$ cat src/rtl/blink_scheduler_pkg.sv
// -----------------------------------------------------------------------------
// blink_scheduler_pkg
// Shared types and constants for the blink scheduler:
//   - state_e       : sequencer states (IDLE, ON, OFF, GAP)
//   - DEF_*         : default parameter values
//   - clog2_min1()  : ceiling log2 that never returns less than 1, used to
//                     size index and counter fields that must be at least
//                     one bit wide even for degenerate parameter values.
// -----------------------------------------------------------------------------
package blink_scheduler_pkg;

    typedef enum logic [1:0] {
        S_IDLE = 2'd0,
        S_ON   = 2'd1,
        S_OFF  = 2'd2,
        S_GAP  = 2'd3
    } state_e;

    localparam int DEF_REQUESTERS  = 4;
    localparam int DEF_HALF_PERIOD = 10;
    localparam int DEF_GAP_CYCLES  = 40;
    localparam int DEF_COUNT_WIDTH = 4;

    function automatic int clog2_min1(input int value);
        int bits;
        bits = $clog2(value);
        if (bits < 1) begin
            return 1;
        end else begin
            return bits;
        end
    endfunction

endpackage

$ cat src/rtl/blink_scheduler_if.sv
// -----------------------------------------------------------------------------
// blink_scheduler_if
// Bundles the requester-facing and LED-facing signals of the scheduler.
//   request   : per-requester request level            (requesters -> sched)
//   count     : packed blink counts, slice i = req i    (requesters -> sched)
//   ack       : one-hot, one-cycle acceptance pulse     (sched -> requesters)
//   busy      : a burst or trailing gap is in progress  (sched -> requesters)
//   active_id : index of the requester being served     (sched -> requesters)
//   blinker   : registered LED drive                    (sched -> LED pin)
// Modports: master = requester side, slave = scheduler side.
// -----------------------------------------------------------------------------
interface blink_scheduler_if
    import blink_scheduler_pkg::*;
#(
    parameter int REQUESTERS  = DEF_REQUESTERS,
    parameter int COUNT_WIDTH = DEF_COUNT_WIDTH
);
    localparam int ID_W = clog2_min1(REQUESTERS);

    logic [REQUESTERS-1:0]             request;
    logic [REQUESTERS*COUNT_WIDTH-1:0] count;
    logic [REQUESTERS-1:0]             ack;
    logic                              busy;
    logic [ID_W-1:0]                   active_id;
    logic                              blinker;

    modport master (
        output request,
        output count,
        input  ack,
        input  busy,
        input  active_id,
        input  blinker
    );

    modport slave (
        input  request,
        input  count,
        output ack,
        output busy,
        output active_id,
        output blinker
    );

endinterface

$ cat src/rtl/blink_rr_arbiter.sv
// -----------------------------------------------------------------------------
// blink_rr_arbiter
// Purely combinational round-robin arbiter. Priority starts at ptr_i and wraps
// around the request vector; the first asserted request found wins.
//   req_i   : request vector
//   ptr_i   : index of the current highest-priority requester
//   grant_o : one-hot grant (all zero when nothing is requested)
//   idx_o   : binary index of the winner (0 when nothing is requested)
//   valid_o : at least one request is pending
// -----------------------------------------------------------------------------
module blink_rr_arbiter #(
    parameter int N  = 4,
    parameter int IW = 2
) (
    input  logic [N-1:0]  req_i,
    input  logic [IW-1:0] ptr_i,
    output logic [N-1:0]  grant_o,
    output logic [IW-1:0] idx_o,
    output logic          valid_o
);

    int          cand_int;
    logic [IW-1:0] cand_idx;

    // Scan from the farthest offset down to offset 0 so the requester closest
    // to the pointer is written last and therefore wins.
    always_comb begin
        grant_o  = '0;
        idx_o    = '0;
        valid_o  = 1'b0;
        cand_int = 0;
        cand_idx = '0;
        for (int i = N - 1; i >= 0; i--) begin
            cand_int = (int'(ptr_i) + i) % N;
            cand_idx = IW'(cand_int);
            if (req_i[cand_idx]) begin
                grant_o           = '0;
                grant_o[cand_idx] = 1'b1;
                idx_o             = cand_idx;
                valid_o           = 1'b1;
            end else begin
                valid_o = valid_o;
            end
        end
    end

endmodule

$ cat src/rtl/blink_scheduler.sv
// -----------------------------------------------------------------------------
// blink_scheduler
// Shares one LED among several requesters. In IDLE a round-robin arbiter picks
// one pending request, latches its blink count, pulses ack and then plays the
// burst: HALF_PERIOD cycles on, HALF_PERIOD cycles off, per blink, followed by
// GAP_CYCLES dark cycles before the next grant. Requests seen outside IDLE are
// ignored. All outputs are registered.
// Ports:
//   clock : system clock
//   reset : synchronous, active-high reset
//   bus   : blink_scheduler_if.slave (request, count, ack, busy, active_id,
//           blinker)
// Optional feature macro: BLINK_SCHEDULER_IDLE_HEARTBEAT_EN
//   defined   -> blinker toggles every HALF_PERIOD cycles while IDLE,
//                restarting low on every IDLE entry
//   undefined -> blinker is held low while IDLE
// -----------------------------------------------------------------------------
module blink_scheduler
    import blink_scheduler_pkg::*;
#(
    parameter int REQUESTERS  = DEF_REQUESTERS,
    parameter int HALF_PERIOD = DEF_HALF_PERIOD,
    parameter int GAP_CYCLES  = DEF_GAP_CYCLES,
    parameter int COUNT_WIDTH = DEF_COUNT_WIDTH
) (
    input  logic              clock,
    input  logic              reset,
    blink_scheduler_if.slave  bus
);

    localparam int ID_W     = clog2_min1(REQUESTERS);
    localparam int MAX_PH   = (HALF_PERIOD > GAP_CYCLES) ? HALF_PERIOD : GAP_CYCLES;
    localparam int PH_W     = clog2_min1(MAX_PH + 1);
    localparam bit HAS_GAP  = (GAP_CYCLES > 0);

    // Phase counters count down from (length-1) to 0, reloaded on each state entry.
    localparam logic [PH_W-1:0]        HP_LOAD  = PH_W'(HALF_PERIOD - 1);
    localparam logic [PH_W-1:0]        GAP_LOAD = PH_W'(HAS_GAP ? (GAP_CYCLES - 1) : 0);
    localparam logic [PH_W-1:0]        PH_ONE   = PH_W'(1);
    localparam logic [COUNT_WIDTH-1:0] CNT_ONE  = COUNT_WIDTH'(1);

    state_e                  state_q, state_d;
    logic [PH_W-1:0]         phase_q, phase_d;
    logic [COUNT_WIDTH-1:0]  rem_q, rem_d;
    logic [ID_W-1:0]         ptr_q, ptr_d;
    logic [REQUESTERS-1:0]   ack_q, ack_d;
    logic                    busy_q, busy_d;
    logic [ID_W-1:0]         id_q, id_d;
    logic                    blinker_q, blinker_d;
`ifdef BLINK_SCHEDULER_IDLE_HEARTBEAT_EN
    logic                    hb_q, hb_d;
`endif

    logic [REQUESTERS-1:0]   arb_grant_s;
    logic [ID_W-1:0]         arb_idx_s;
    logic                    arb_valid_s;
    logic [COUNT_WIDTH-1:0]  win_count_s;
    logic                    grant_s;

    blink_rr_arbiter #(
        .N  (REQUESTERS),
        .IW (ID_W)
    ) u_arb (
        .req_i   (bus.request),
        .ptr_i   (ptr_q),
        .grant_o (arb_grant_s),
        .idx_o   (arb_idx_s),
        .valid_o (arb_valid_s)
    );

    // Count slice of the arbitration winner; only used on the grant edge.
    assign win_count_s = bus.count[int'(arb_idx_s) * COUNT_WIDTH +: COUNT_WIDTH];
    assign grant_s     = (state_q == S_IDLE) && arb_valid_s;

    // Next-state, counter and output computation for the sequencer.
    always_comb begin
        state_d = state_q;
        phase_d = phase_q;
        rem_d   = rem_q;
        ptr_d   = ptr_q;
        ack_d   = '0;
        id_d    = id_q;
`ifdef BLINK_SCHEDULER_IDLE_HEARTBEAT_EN
        // Any path other than staying in IDLE without a grant restarts low.
        hb_d    = 1'b0;
`endif
        case (state_q)
            S_IDLE: begin
                if (grant_s) begin
                    ack_d = arb_grant_s;
                    id_d  = arb_idx_s;
                    ptr_d = ID_W'((int'(arb_idx_s) + 1) % REQUESTERS);
                    rem_d = win_count_s;
                    if (win_count_s != '0) begin
                        state_d = S_ON;
                        phase_d = HP_LOAD;
                    end else if (HAS_GAP) begin
                        state_d = S_GAP;
                        phase_d = GAP_LOAD;
                    end else begin
                        // Empty burst with no gap: one busy cycle, back to IDLE.
                        state_d = S_IDLE;
                        phase_d = HP_LOAD;
                    end
                end else if (phase_q == '0) begin
                    // Idle phase counter doubles as the heartbeat timer.
                    phase_d = HP_LOAD;
`ifdef BLINK_SCHEDULER_IDLE_HEARTBEAT_EN
                    hb_d    = ~hb_q;
`endif
                end else begin
                    phase_d = phase_q - PH_ONE;
`ifdef BLINK_SCHEDULER_IDLE_HEARTBEAT_EN
                    hb_d    = hb_q;
`endif
                end
            end
            S_ON: begin
                if (phase_q == '0) begin
                    state_d = S_OFF;
                    phase_d = HP_LOAD;
                end else begin
                    phase_d = phase_q - PH_ONE;
                end
            end
            S_OFF: begin
                if (phase_q == '0) begin
                    rem_d = rem_q - CNT_ONE;
                    if (rem_q != CNT_ONE) begin
                        state_d = S_ON;
                        phase_d = HP_LOAD;
                    end else if (HAS_GAP) begin
                        state_d = S_GAP;
                        phase_d = GAP_LOAD;
                    end else begin
                        state_d = S_IDLE;
                        phase_d = HP_LOAD;
                    end
                end else begin
                    phase_d = phase_q - PH_ONE;
                end
            end
            S_GAP: begin
                if (phase_q == '0) begin
                    state_d = S_IDLE;
                    phase_d = HP_LOAD;
                end else begin
                    phase_d = phase_q - PH_ONE;
                end
            end
            default: begin
                state_d = S_IDLE;
                phase_d = HP_LOAD;
            end
        endcase

        // busy covers the ack cycle even when an empty burst returns to IDLE.
        busy_d    = grant_s || (state_d != S_IDLE);
        blinker_d = (state_d == S_ON);
`ifdef BLINK_SCHEDULER_IDLE_HEARTBEAT_EN
        if (state_d == S_IDLE) begin
            blinker_d = hb_d;
        end else begin
            blinker_d = (state_d == S_ON);
        end
`endif
    end

    // State, counter, pointer and output registers with synchronous reset.
    always_ff @(posedge clock) begin
        if (reset) begin
            state_q   <= S_IDLE;
            phase_q   <= HP_LOAD;
            rem_q     <= '0;
            ptr_q     <= '0;
            ack_q     <= '0;
            busy_q    <= 1'b0;
            id_q      <= '0;
            blinker_q <= 1'b0;
`ifdef BLINK_SCHEDULER_IDLE_HEARTBEAT_EN
            hb_q      <= 1'b0;
`endif
        end else begin
            state_q   <= state_d;
            phase_q   <= phase_d;
            rem_q     <= rem_d;
            ptr_q     <= ptr_d;
            ack_q     <= ack_d;
            busy_q    <= busy_d;
            id_q      <= id_d;
            blinker_q <= blinker_d;
`ifdef BLINK_SCHEDULER_IDLE_HEARTBEAT_EN
            hb_q      <= hb_d;
`endif
        end
    end

    assign bus.ack       = ack_q;
    assign bus.busy      = busy_q;
    assign bus.active_id = id_q;
    assign bus.blinker   = blinker_q;

endmodule

$ cat src/flat_wrapper.sv
// flat-port wrapper written by rule: the top's interface ports become plain ports
module blink_scheduler_flat import blink_scheduler_pkg::*;
#(
    parameter int REQUESTERS  = DEF_REQUESTERS,
    parameter int HALF_PERIOD = DEF_HALF_PERIOD,
    parameter int GAP_CYCLES  = DEF_GAP_CYCLES,
    parameter int COUNT_WIDTH = DEF_COUNT_WIDTH
)
  (clock, reset, bus_request, bus_count, bus_ack, bus_busy, bus_active_id, bus_blinker);
  blink_scheduler_if #(.REQUESTERS(REQUESTERS), .COUNT_WIDTH(COUNT_WIDTH)) bus_i ();
  input  logic clock;
  input  logic reset;
  input wire logic [$bits(bus_i.request)-1:0] bus_request;
  input wire logic [$bits(bus_i.count)-1:0] bus_count;
  output wire logic [$bits(bus_i.ack)-1:0] bus_ack;
  output wire logic [$bits(bus_i.busy)-1:0] bus_busy;
  output wire logic [$bits(bus_i.active_id)-1:0] bus_active_id;
  output wire logic [$bits(bus_i.blinker)-1:0] bus_blinker;
  assign bus_i.request = bus_request;
  assign bus_i.count = bus_count;
  assign bus_ack = bus_i.ack;
  assign bus_busy = bus_i.busy;
  assign bus_active_id = bus_i.active_id;
  assign bus_blinker = bus_i.blinker;
  blink_scheduler #(.REQUESTERS(REQUESTERS), .HALF_PERIOD(HALF_PERIOD), .GAP_CYCLES(GAP_CYCLES), .COUNT_WIDTH(COUNT_WIDTH)) u_core (.clock(clock), .reset(reset), .bus(bus_i));
endmodule
$ cat config.mk
export PLATFORM = sky130hd
export DESIGN_NAME = blink_scheduler_flat
export DESIGN_NICKNAME = d
export VERILOG_FILES = /design/src/rtl/blink_scheduler_pkg.sv /design/src/rtl/blink_scheduler_if.sv /design/src/rtl/blink_rr_arbiter.sv /design/src/rtl/blink_scheduler.sv /design/src/flat_wrapper.sv
export SDC_FILE = /design/constraint.sdc
export NUM_CORES = 1
export LEC_CHECK = 0
export CAP_MARGIN = 20
export CORE_MARGIN = 5
export CORE_UTILIZATION = 56
export DETAILED_ROUTE_END_ITERATION = 10
export MAX_ROUTING_LAYER = met4
export PLACE_DENSITY = 0.85
export SYNTH_ARGS = -nofsm -noshare
export SYNTH_HDL_FRONTEND = slang
export SYNTH_SLANG_ARGS = --single-unit
$ cat constraint.sdc
create_clock -name clock -period 5.25 [get_ports clock]
set_input_delay 0.7875 -clock clock [delete_from_list [all_inputs] [get_ports clock]]
set_output_delay 0.7875 -clock clock [all_outputs]
set_load 0.01 [all_outputs]
Word-level counts from Yosys, hierarchy flattened:

Index checks and enable logic that the tools add are counted.

* $add $sub $neg: 6
* $lt $le $gt $ge: 8
* equal/unequal tests: 7
* shifts and indexed selects: 1
* mux-type cells: 44
* bitwise gates (word level): 2
* reductions and logical operators: 15

Operator list (count)
* two-way mux 6 bit: 5
* two-way mux 4 bit: 6
* two-way mux 2 bit: 10
* one-hot mux 6 bit (3 select lines): 1
* indexed part select 16 x 5 -> 4 bit: 1
* < comparator 2 x 3 -> 1 bit, second input constant: 4
* two-way mux 1 bit: 12
* binary-select mux 1 bit (select 2 bit): 4
* demux 1 bit (select 2 bit): 4
* >= comparator 2 x 1 -> 1 bit, second input constant: 4
* one-hot mux 2 bit (4 select lines): 1
* one-hot mux 4 bit (2 select lines): 1
* zero test 6 bit: 1
* subtractor 6 x 1 -> 6 bit, second input constant: 1
* logical AND 1 bit: 5
* adder 2 x 1 -> 2 bit, second input constant: 2
* adder 2 bit, second input constant: 2
* == test 2 x 1 -> 1 bit, second input constant: 2
* == test 2 bit, second input constant: 2
* inequality test 2 x 1 -> 1 bit, second input constant: 2
* inequality test 4 x 1 -> 1 bit, second input constant: 1
* nonzero test 2 bit: 2
* nonzero test 4 bit: 1
* subtractor 4 x 1 -> 4 bit, second input constant: 1
* other kinds (7): 8

* register bits: 22
* output and inout port bits: 8
* word-level logic and storage cells: 91

Logic depth before layout (Yosys ltp):

* depth in word-level cells: 14
* depth in mapped cells: 10
* depth with buffers taken out: 8

Hierarchy:

From an unflattened synthesis, not the netlist that was laid out.

* cells, all modules: 180
* area, all modules: 1634.1 µm²

By module, submodules not included
* blink_scheduler: instances 1, cells an instance 119, area each 1124.8 µm², seq. area each 440.4 µm²
* blink_rr_arbiter: instances 1, cells an instance 61, area each 509.2 µm², seq. area each 0.0 µm²

Least setup slack after synthesis:

OpenSTA, ideal clock, no wires.

* path kind: reg-to-reg
* start point: register u_core.ptr_q[0]
* end point: register u_core.phase_q[3]
* library setup time: 0.122 ns
* data arrival time: 2.556 ns
* slack: 2.572 ns
* cell stages (with the launch flop): 11
* period minus slack after synthesis: 2.678 ns
* path through: dfxtp_1 > buf_6 > inv_1 > ha_1 > clkbuf_2 > mux4_2 > nor2b_4 > o21ai_4 > nand2_4 > mux2_4 > a221o_1

* longest elaborated chain between the ends: 12
* elaborated cells between the ends (all ways): 25
* those cells by class: add/sub: 3; shift: 1; mux: 19; reduce/logical: 2

RTL lines
* start, declared: line blink_scheduler.sv:45 `logic [ID_W-1:0] ptr_q, ptr_d;`
* start signal, assigned: line blink_scheduler.sv:187 `ptr_q <= ptr_d;`
* adder 2 bit: line blink_rr_arbiter.sv:34 `cand_int = (int'(ptr_i) + i) % N;`
* binary-select mux 1 bit (select 2 bit): line blink_rr_arbiter.sv:36 `if (req_i[cand_idx]) begin`
* two-way mux 1 bit (implied by the code): line blink_rr_arbiter.sv:36
* two-way mux 2 bit (4 in a row): line blink_rr_arbiter.sv:36
* indexed part select 16 x 5 -> 4 bit: line blink_scheduler.sv:72 `assign win_count_s = bus.count[int'(arb_idx_s) * COUNT_WIDTH +: COUNT_WIDTH];`
* nonzero test 4 bit: line blink_scheduler.sv:94 `if (win_count_s != '0) begin`
* two-way mux 6 bit: line blink_scheduler.sv:94
* two-way mux 6 bit (*): line blink_scheduler.sv:89 `if (grant_s) begin`
* one-hot mux 6 bit (3 select lines) (*): line blink_scheduler.sv:87 `case (state_q)`
* end signal, assigned: line blink_scheduler.sv:185 `phase_q <= phase_d;`
* end, declared: line blink_scheduler.sv:43 `logic [PH_W-1:0] phase_q, phase_d;`

Mark *: on every way between the ends. The rest lies on a longest branch, timed or not. The select of a mux whose other input is x is not followed.
A chain may end at the register's enable or synchronous reset.

Final worst setup path:

Same ends and word-level chain as after synthesis.

==> metrics.yaml <==
worst_hold_path:
  hold_start: "u_core.bus.active_id[0]"
  min_path_cells: 2
  hp-class: "register to register"
  holdPathEnd: "u_core.bus.active_id[0]"
placement:
  place_worst_setup_slack_ns: 2.089
  place_congestion: 0.8065
  dp_hpwl_um: 2969
  io_buffers: 29
yosys:
  ys_types: 43
  syn_inst: 180
  ys_seq_area_share_pct: 27.04
  synth_nets: 213
  syn_avg_cell_area_um2: 9.050
  synth_ff_type: "dfxtp_1"
  synth_area_leader_cell: "dfxtp_1"
  synth_area_mm2: 0.001629
  ys_ff_latch: 22
  synthTopCellsByArea: "dfxtp_1 27%, ha_1 8.4%, nor2_1 5.5%"
  synth_edf_count: 0
  synth_top_cell_area_share_pct: 27.04
  synth_async_sr_flop_share_pct: 0
  yosysWarnings: 0
routing:
  wl_met3_um: 181
  routed_wirelength_um: 3806
  ant_nets: 0
  firstDrtPassIters: 4
  drcViolationCount: 0
  wl_per_cell_um: 16.13
  top_layer: "met4"
  wl_met2_um: 1923
  vias_per_cell: 6.403
  wl_met1_um: 1612
  route.vias.total: 1511
  drt-initial-drc-count: 103
worst_setup_path:
  cp-start-kind: "register"
  critical_path.endpoint_type: "register"
  rr_endpoint: "u_core.phase_q[3]"
  r2r-start: "u_core.ptr_q[0]"
  path_class: "register to register"
  crit_arrival_ns: 3.39
  ff2ff_path_depth: 8
  startpoint: "u_core.ptr_q[0]"
  r2r_setup_slack_ns: 2.07
  cp.required_ns: 5.46
  path_max_fanout: 16
timing:
  worst_pin_slew_ns: 0.9132
  tns_ns: 0
  setup_slack_ns: 2.072
  post-route-min-period_ns: 3.178
  rsz0062_at_grt: "no"
  finalSetupViolations: 0
  finalMaxSlewViolations: 0
  relSlewSlack_pct: 38.56
  timing.hold.ws_ns: 0.5046
  fin_skew_ns: 0.004393
  final-hold-violation-count: 0
  fin_crit_sh_pct: 60.53
  fmax_mhz: 314.7
clock_tree:
  clockRootBuffer: "clkbuf_4"
  cts_tree: "yes"
  cts_hold_buf: 0
  cts_sinks: 22
  cts_buffer_depth: 2
  cts-resized-gates: 0
  insertion_delay_ns: 0.30
  cts_max_level: 1
  cts.clk_slew.worst_paths_ns: 0.12
  numCtsBuffers: 3
  cts_setup_buffers: 0
power:
  clock_power_share_pct: 9.0
  internal-power_uw: 476.2
  comb_power_share_pct: 59.5
  p_seq_share_pct: 31.5
  worst_ir_drop_vdd_uv: 301.7
  power.leakage_nw: 0.7027
  p_sw_share_pct: 43.57
  p_total_uw: 843.8
  power_density_mw_per_mm2: 434.5
  power_switching_uw: 367.6
finish:
  seq_area_um2: 440.4
  final_common_cell: "clkdlybuf4s50_1"
  n_antenna_cell: 0
  final_util_pct: 69.82
  nets: 240
  fillers: 221
  multi_input_area_mm2: 0.001112
  mostFrequentLayoutCells: "29 x clkdlybuf4s50_1, 24 x nor2_1, 22 x dfxtp_1"
  syn_to_final_growth_pct: 19.20
  drive_gt1_share_pct: 9.756
run_status:
  outcome: "finished clean"
floorplanning:
  start_util_pct: 58.57
  dieArea_mm2: 0.004088
  ioPinCount: 30
  rows: 19
  coreArea_mm2: 0.002781
  dieHeight_um: 63.94
  die_x_um: 63.94
global_route:
  grt_pass1_vias: 1502
  grt_max_degree: 21
  antenna_found_initial: 0
  track_usage_pct: 20.16
  grt_pass1_wl_um: 6630
  overflow: 0
run:
  max_cap_violations: 0
[per-stage QoR]
stage	area [µm²]	instances
finish	1942	236
global route	1942	236
CTS	1942	236
detailed placement	1919	233
global placement	1919	233
floorplan	1629	180
[area by class of cell]
type / count / area share (%)
multi-input cells: 142 / 57.28
flip-flops and latches: 22 / 22.68
repair buffers: 30 / 15.34
well taps: 31 / 1.997
inverters: 8 / 1.546
clock buffers: 3 / 1.160
[registers in the layout (all words and copies together) (netlist names)]
register / cells
u_core.bus.active_id: 2
u_core.bus.ack: 4
u_core.bus.blinker: 1
u_core.state_q: 2
u_core.bus.busy: 1
u_core.rem_q: 4
u_core.ptr_q: 2
u_core.phase_q: 6
[power groups by stage]
stage	logic (mW)	registers [mW]	clock network, mW
floorplan	0.394	0.253	0
global placement	0.473	0.264	0
detailed placement	0.496	0.270	0
CTS	0.500	0.265	0.0766
global route	0.551	0.273	0.0831
finish	0.502	0.266	0.0755
[per-layer routing]
layer | up-vias | GRT usage, %
li1 | 741 | -
met1 | 708 | 23.65
met2 | 51 | 35.05
met3 | 11 | 1.576
met4 | 0 | 8.571
met5 | - | -
[synthesized netlist by cell type (all sizes together), types with 3 or more instances]
| master | n |
|---|---|
| nand3 | 4 |
| inv | 8 |
| nor2 | 24 |
| a21oi | 12 |
| ha | 11 |
| nor3 | 5 |
| clkbuf | 6 |
| a211oi | 5 |
| o2bb2ai | 3 |
| xnor2 | 3 |
| a22oi | 6 |
| mux4 | 6 |
| nor4 | 7 |
| a221oi | 5 |
| dfxtp | 22 |
| mux2i | 5 |
| o22ai | 5 |
| nand2 | 9 |
| nand2b | 5 |
| o21ai | 9 |
[worst max-delay path: stages, from the launching register on]
cell	delay, ns
dfxtp_1	0.79
inv_1	0.24
ha_1	0.49
mux4_2	0.44
nor2b_4	0.22
o21ai_4	0.08
nand2_4	0.17
mux2_4	0.35
a221o_1	0.29
[how the worst max path moves through the flow]
stage	slack (ns)	endpoint
after floorplan	2.57	u_core.phase_q[3]
after global placement	2.16	u_core.phase_q[3]
after detailed placement	2.09	u_core.phase_q[3]
after CTS	2.09	u_core.phase_q[3]
after global routing	1.89	u_core.phase_q[3]
final	2.07	u_core.phase_q[3]
[cells by family after synthesis]
kind of cell	synth area share, %
and+or+nand+nor	19.89
AOI/OAI and AO/OA	24.65
xor gates and xnor gates	1.613
buffers and inverters	4.685
muxes	13.67
adders and majority gates	8.448
DFF	27.04
Note: power is estimated with default switching activity, not from simulation.
==> variant 1, RTL diff (config.mk and constraints unchanged) <==
Set the package constant `DEF_REQUESTERS` to 2 (it was 4).
--- a/src/rtl/blink_scheduler_pkg.sv
+++ b/src/rtl/blink_scheduler_pkg.sv
@@ -16,7 +16,7 @@
         S_GAP  = 2'd3
     } state_e;
 
-    localparam int DEF_REQUESTERS  = 4;
+    localparam int DEF_REQUESTERS  = 2;
     localparam int DEF_HALF_PERIOD = 10;
     localparam int DEF_GAP_CYCLES  = 40;
     localparam int DEF_COUNT_WIDTH = 4;
Ports: changed (resized bus_ack, bus_active_id, bus_count and bus_request); port bits go from 30 to 17. The function was not compared with the original's and may differ.
==> variant 1 against the original RTL <==
- cell area fell by 37%
- sequential cell count shrank 4
- power fell by 60%
- count of clock-buffer cells in the layout increased by 1
- worst setup slack better by 990 ps
- clock skew up 3.2 ps
- utilization increased by 0.62 points
- largest cell class unchanged
- synthesized area shrank 38%
- sequential share of layout area grew 6.9 points
- register-to-register slack improved by 1200 ps
- routed wire length shrank 39%
==> variant 1: results (changes against the original RTL) <==
Run status
  – Status: completed (unchanged)

Routing
  – WL final: 2320 um (was 3810 um)
  – DRT iter0 DRCs: 48 (was 103)
  – Via count: 959 (was 1511)
  – Met1 wire length: 1100 um (was 1610 um)
  – DR WL/cell: 14.1 um (was 16.1 um)

Finish
  – Final #Nets: 156 (was 240)
  – Layout cells sized above 1: 9.35% (was 9.76%)

Setup path
  – CP Launch Point: bus_request[1] (was u_core.ptr_q[0]$_SDFFE_PP0P_)
  – Worst R2R End: u_core.rem_q[0]$_SDFFE_PP0P_ (was u_core.phase_q[3]$_SDFF_PP1_)
  – Worst reg-to-reg path cell count: 6 (was 8)
  – Reg2Reg Setup Slack: 3250 ps (was 2070 ps)

Place
  – I/O Buffers: 16 (was 29)
  – RePlAce Congestion: 0.899 (was 0.807)
  – Post-DP Area: 0.00118 mm^2 (was 0.00192 mm^2)

Worst hold path
  – Hold endpoint: u_core.phase_q[0]$_SDFF_PP1_ (was u_core.bus.active_id[0]$_SDFFE_PP0P_)
  – Hold path depth: 1 (was 2)

STA
  – Layout Skew: 7.61 ps (was 4.39 ps)

Pwr
  – Leakage Power: 0.450 nW (was 0.703 nW)

Global route
  – GR Util All Layers: 20.3% (was 20.2%)
  – GRT met2 Usage: 28.7% (was 35.1%)
  – Largest net degree at the start of global routing: 13 (was 21)
  – Met1 global-route usage: 31.2% (was 23.7%)

Synthesis
  – Register area share after synthesis: 35.5% (was 27.0%)
  – Area contributors post-synth: dfxtp_1, ha_1, nor2_1 (unchanged)
  – Mean Syn Cell Area: 8.18 um^2 (was 9.05 um^2)
  – Syn_nets: 140 (was 213)
## variant 1: changes by cell type after synthesis, moves of 5 or more
cell,before,now
a22oi_1,6,0
nor2_1,24,11
ha_1,11,4
a21oi_1,12,6
nor4_1,7,2
## variant 1: final cells by class
type | count | area (um^2)
tap | 25 | 31.3
clock buffer | 4 | 36.3
timing repair buffer | 16 | 160
inverter | 7 | 26.3
fill | 152 | 510
multi-input combinational | 94 | 602
sequential | 18 | 360
## variant 1: report_power, final
part	switching, mW	internal [mW]
Combinational	0.0450	0.0425
Sequential	0.0121	0.150
Clock	0.0435	0.0422
## variant 1: critical path: stages
cell             delay [ps]
clkdlybuf4s50_1         680
nor2_1                  100
o32a_1                  320
or3_1                   350
a31oi_1                 170
## variant 1: kinds of logic after synthesis
family	share of synthesized area, %
multiplexers	0.986
flip-flops	35.5
buffers and inverters	5.18
adder cells (fa/ha/maj)	4.93
XOR/XNOR	2.59
AND/OR/NAND/NOR	27.2
AO/OA/AOI/OAI	23.6
==> variant 2, RTL diff (same flow settings) <==
Without the edit above. The 4 states of `state_e` get a one-hot encoding in 4 bits.
--- a/src/rtl/blink_scheduler_pkg.sv
+++ b/src/rtl/blink_scheduler_pkg.sv
@@ -9,11 +9,11 @@
 // -----------------------------------------------------------------------------
 package blink_scheduler_pkg;
 
-    typedef enum logic [1:0] {
-        S_IDLE = 2'd0,
-        S_ON   = 2'd1,
-        S_OFF  = 2'd2,
-        S_GAP  = 2'd3
+    typedef enum logic [3:0] {
+        S_IDLE = 4'b0001,
+        S_ON   = 4'b0010,
+        S_OFF  = 4'b0100,
+        S_GAP  = 4'b1000
     } state_e;
 
     localparam int DEF_REQUESTERS  = 4;
Formal check against the unedited RTL: no difference found for any inputs over 10 cycles, from zero or initial values and one cycle with reset high; not proved beyond that.
==> variant 2 against the original RTL <==
- critical path depth grew 1
- critical endpoint is now u_core.rem_q[3]$_SDFFE_PP0P_
- critical path type unchanged
- synthesized cell count grew 18%
- worst hold slack gained 1.1 ps
- routed wire length shrank 6.6%
- worst setup slack lost 120 ps
- cell area grew 7.9%
- final cell count grew 19%
- largest cell class unchanged
- sequential cell count grew 2
- die area grew 6.7%
- power grew 23%
- synthesized area grew 7.9%
==> variant 2: results (changes against the original RTL) <==
Run status
  – Status: completed (unchanged)

Synthesis
  – Area contributors post-synth: dfxtp_1, ha_1, nor2_1 (unchanged)
  – Most frequent cell after synthesis: nor2_1 (unchanged)
  – Syn_nets: 247 (was 213)
  – Post-synth top cells: nor2_1, dfxtp_1, a21oi_1 (unchanged)
  – Top_reg_cell synth: dfxtp_1 (unchanged)
  – Asr flop ratio synth: 0% (unchanged)
  – Register area share after synthesis: 27.3% (was 27.0%)
  – Mean Syn Cell Area: 8.25 um^2 (was 9.05 um^2)

Global route
  – Largest net degree at the start of global routing: 19 (was 21)
  – GR Util All Layers: 18.2% (was 20.2%)
  – Gr ovfl total: 0 (unchanged)
  – Vias in the first global route: 1434 (was 1502)
  – First-pass GRT wire length: 6180 um (was 6630 um)

Pwr
  – Leakage Power: 0.795 nW (was 0.703 nW)
  – Worst VDD drop: 245 uV (was 302 uV)

Setup path
  – Worst R2R End: u_core.rem_q[3]$_SDFFE_PP0P_ (was u_core.phase_q[3]$_SDFF_PP1_)
  – CP Max Fanout: 18 (was 16)
  – Critical path arrival: 3500 ps (was 3390 ps)
  – Worst reg-to-reg path cell count: 9 (was 8)
  – Reg2Reg Setup Slack: 1950 ps (was 2070 ps)

STA
  – Setup TNS: 0 ps (unchanged)
  – Worst slew margin: 51.6% (was 38.6%)
  – Fin Hold WS: 506 ps (was 505 ps)
  – Layout Skew: 3.07 ps (was 4.39 ps)
  – Minimum clock period: 3300 ps (was 3180 ps)

Place
  – I/O Buffers: 29 (unchanged)
  – Post-DP HPWL: 2770 um (was 2970 um)
  – RePlAce Congestion: 0.831 (was 0.807)
  – Post-DP Area: 0.00206 mm^2 (was 0.00192 mm^2)

Routing
  – WL final: 3550 um (was 3810 um)
  – Via density: 5.70 (was 6.40)
  – DRT iter0 DRCs: 74 (was 103)
  – DR WL/cell: 12.7 um (was 16.1 um)

Finish
  – Fillers: 256 (was 221)
  – Final #Nets: 271 (was 240)
  – Layout cells sized above 1: 5.51% (was 9.76%)
  – Max reg flops: 6 (unchanged)

Worst hold path
  – Hold endpoint: u_core.bus.active_id[1]$_SDFFE_PP0P_ (was u_core.bus.active_id[0]$_SDFFE_PP0P_)
  – Hold path depth: 2 (unchanged)
  – Min-delay src: u_core.bus.active_id[1]$_SDFFE_PP0P_ (was u_core.bus.active_id[0]$_SDFFE_PP0P_)
variant 2: layout make-up:
class                           instances  area [um^2]  share of cell area [%]
Clock buffer                            4         36.3                    1.73
Inverter                                7         26.3                    1.25
Multi-Input combinational cell        170         1190                    56.9
Sequential cell                        24          480                    22.9
Tap cell                               44         55.1                    2.63
Timing Repair Buffer                   31          305                    14.6
variant 2: how the worst max path moves through the flow:
stage	cells past startpoint	to
after floorplan	12	u_core.rem_q[3]$_SDFFE_PP0P_
after global placement	8	u_core.rem_q[3]$_SDFFE_PP0P_
after detailed placement	9	u_core.rem_q[3]$_SDFFE_PP0P_
after CTS	9	u_core.rem_q[3]$_SDFFE_PP0P_
after global routing	9	u_core.rem_q[2]$_SDFFE_PP0P_
final	9	u_core.rem_q[3]$_SDFFE_PP0P_
variant 2: worst max-delay path, cell delays in order, from the launching register on:
cell,delay (ps)
dfxtp_1,810
inv_1,220
ha_1,500
mux4_2,440
nor2b_4,210
o21ai_1,130
o31ai_4,170
mux4_1,360
a222oi_1,280
nor2_1,60
variant 2: kinds of logic (layout without fill, tap and decap cells):
logic type / count (synthesis) / count (layout) / synth area share (%)
buf+inv: 19 / 42 / 4.91
fa+ha+maj: 12 / 12 / 8.54
flops: 24 / 24 / 27.3
simple gates: 87 / 87 / 24.8
mux: 15 / 15 / 12.8
xor+xnor: 4 / 4 / 1.99
compound gates: 52 / 52 / 19.6
variant 2: layer usage:
metal,GRT usage (%),wire length (um),vias to the layer above
met3,1.02,144,4
met5,-,0,-
met4,8.38,66,0
li1,-,-,833
met2,29.2,1660,37
met1,23.8,1690,721
variant 2: report_power, final:
part | switching, mW | leakage [nW] | internal, mW
Sequential | 0.0704 | 0.197 | 0.242
Clock | 0.0525 | 0.0210 | 0.0424
Combinational | 0.332 | 0.577 | 0.299
Total | 0.455 | 0.795 | 0.584
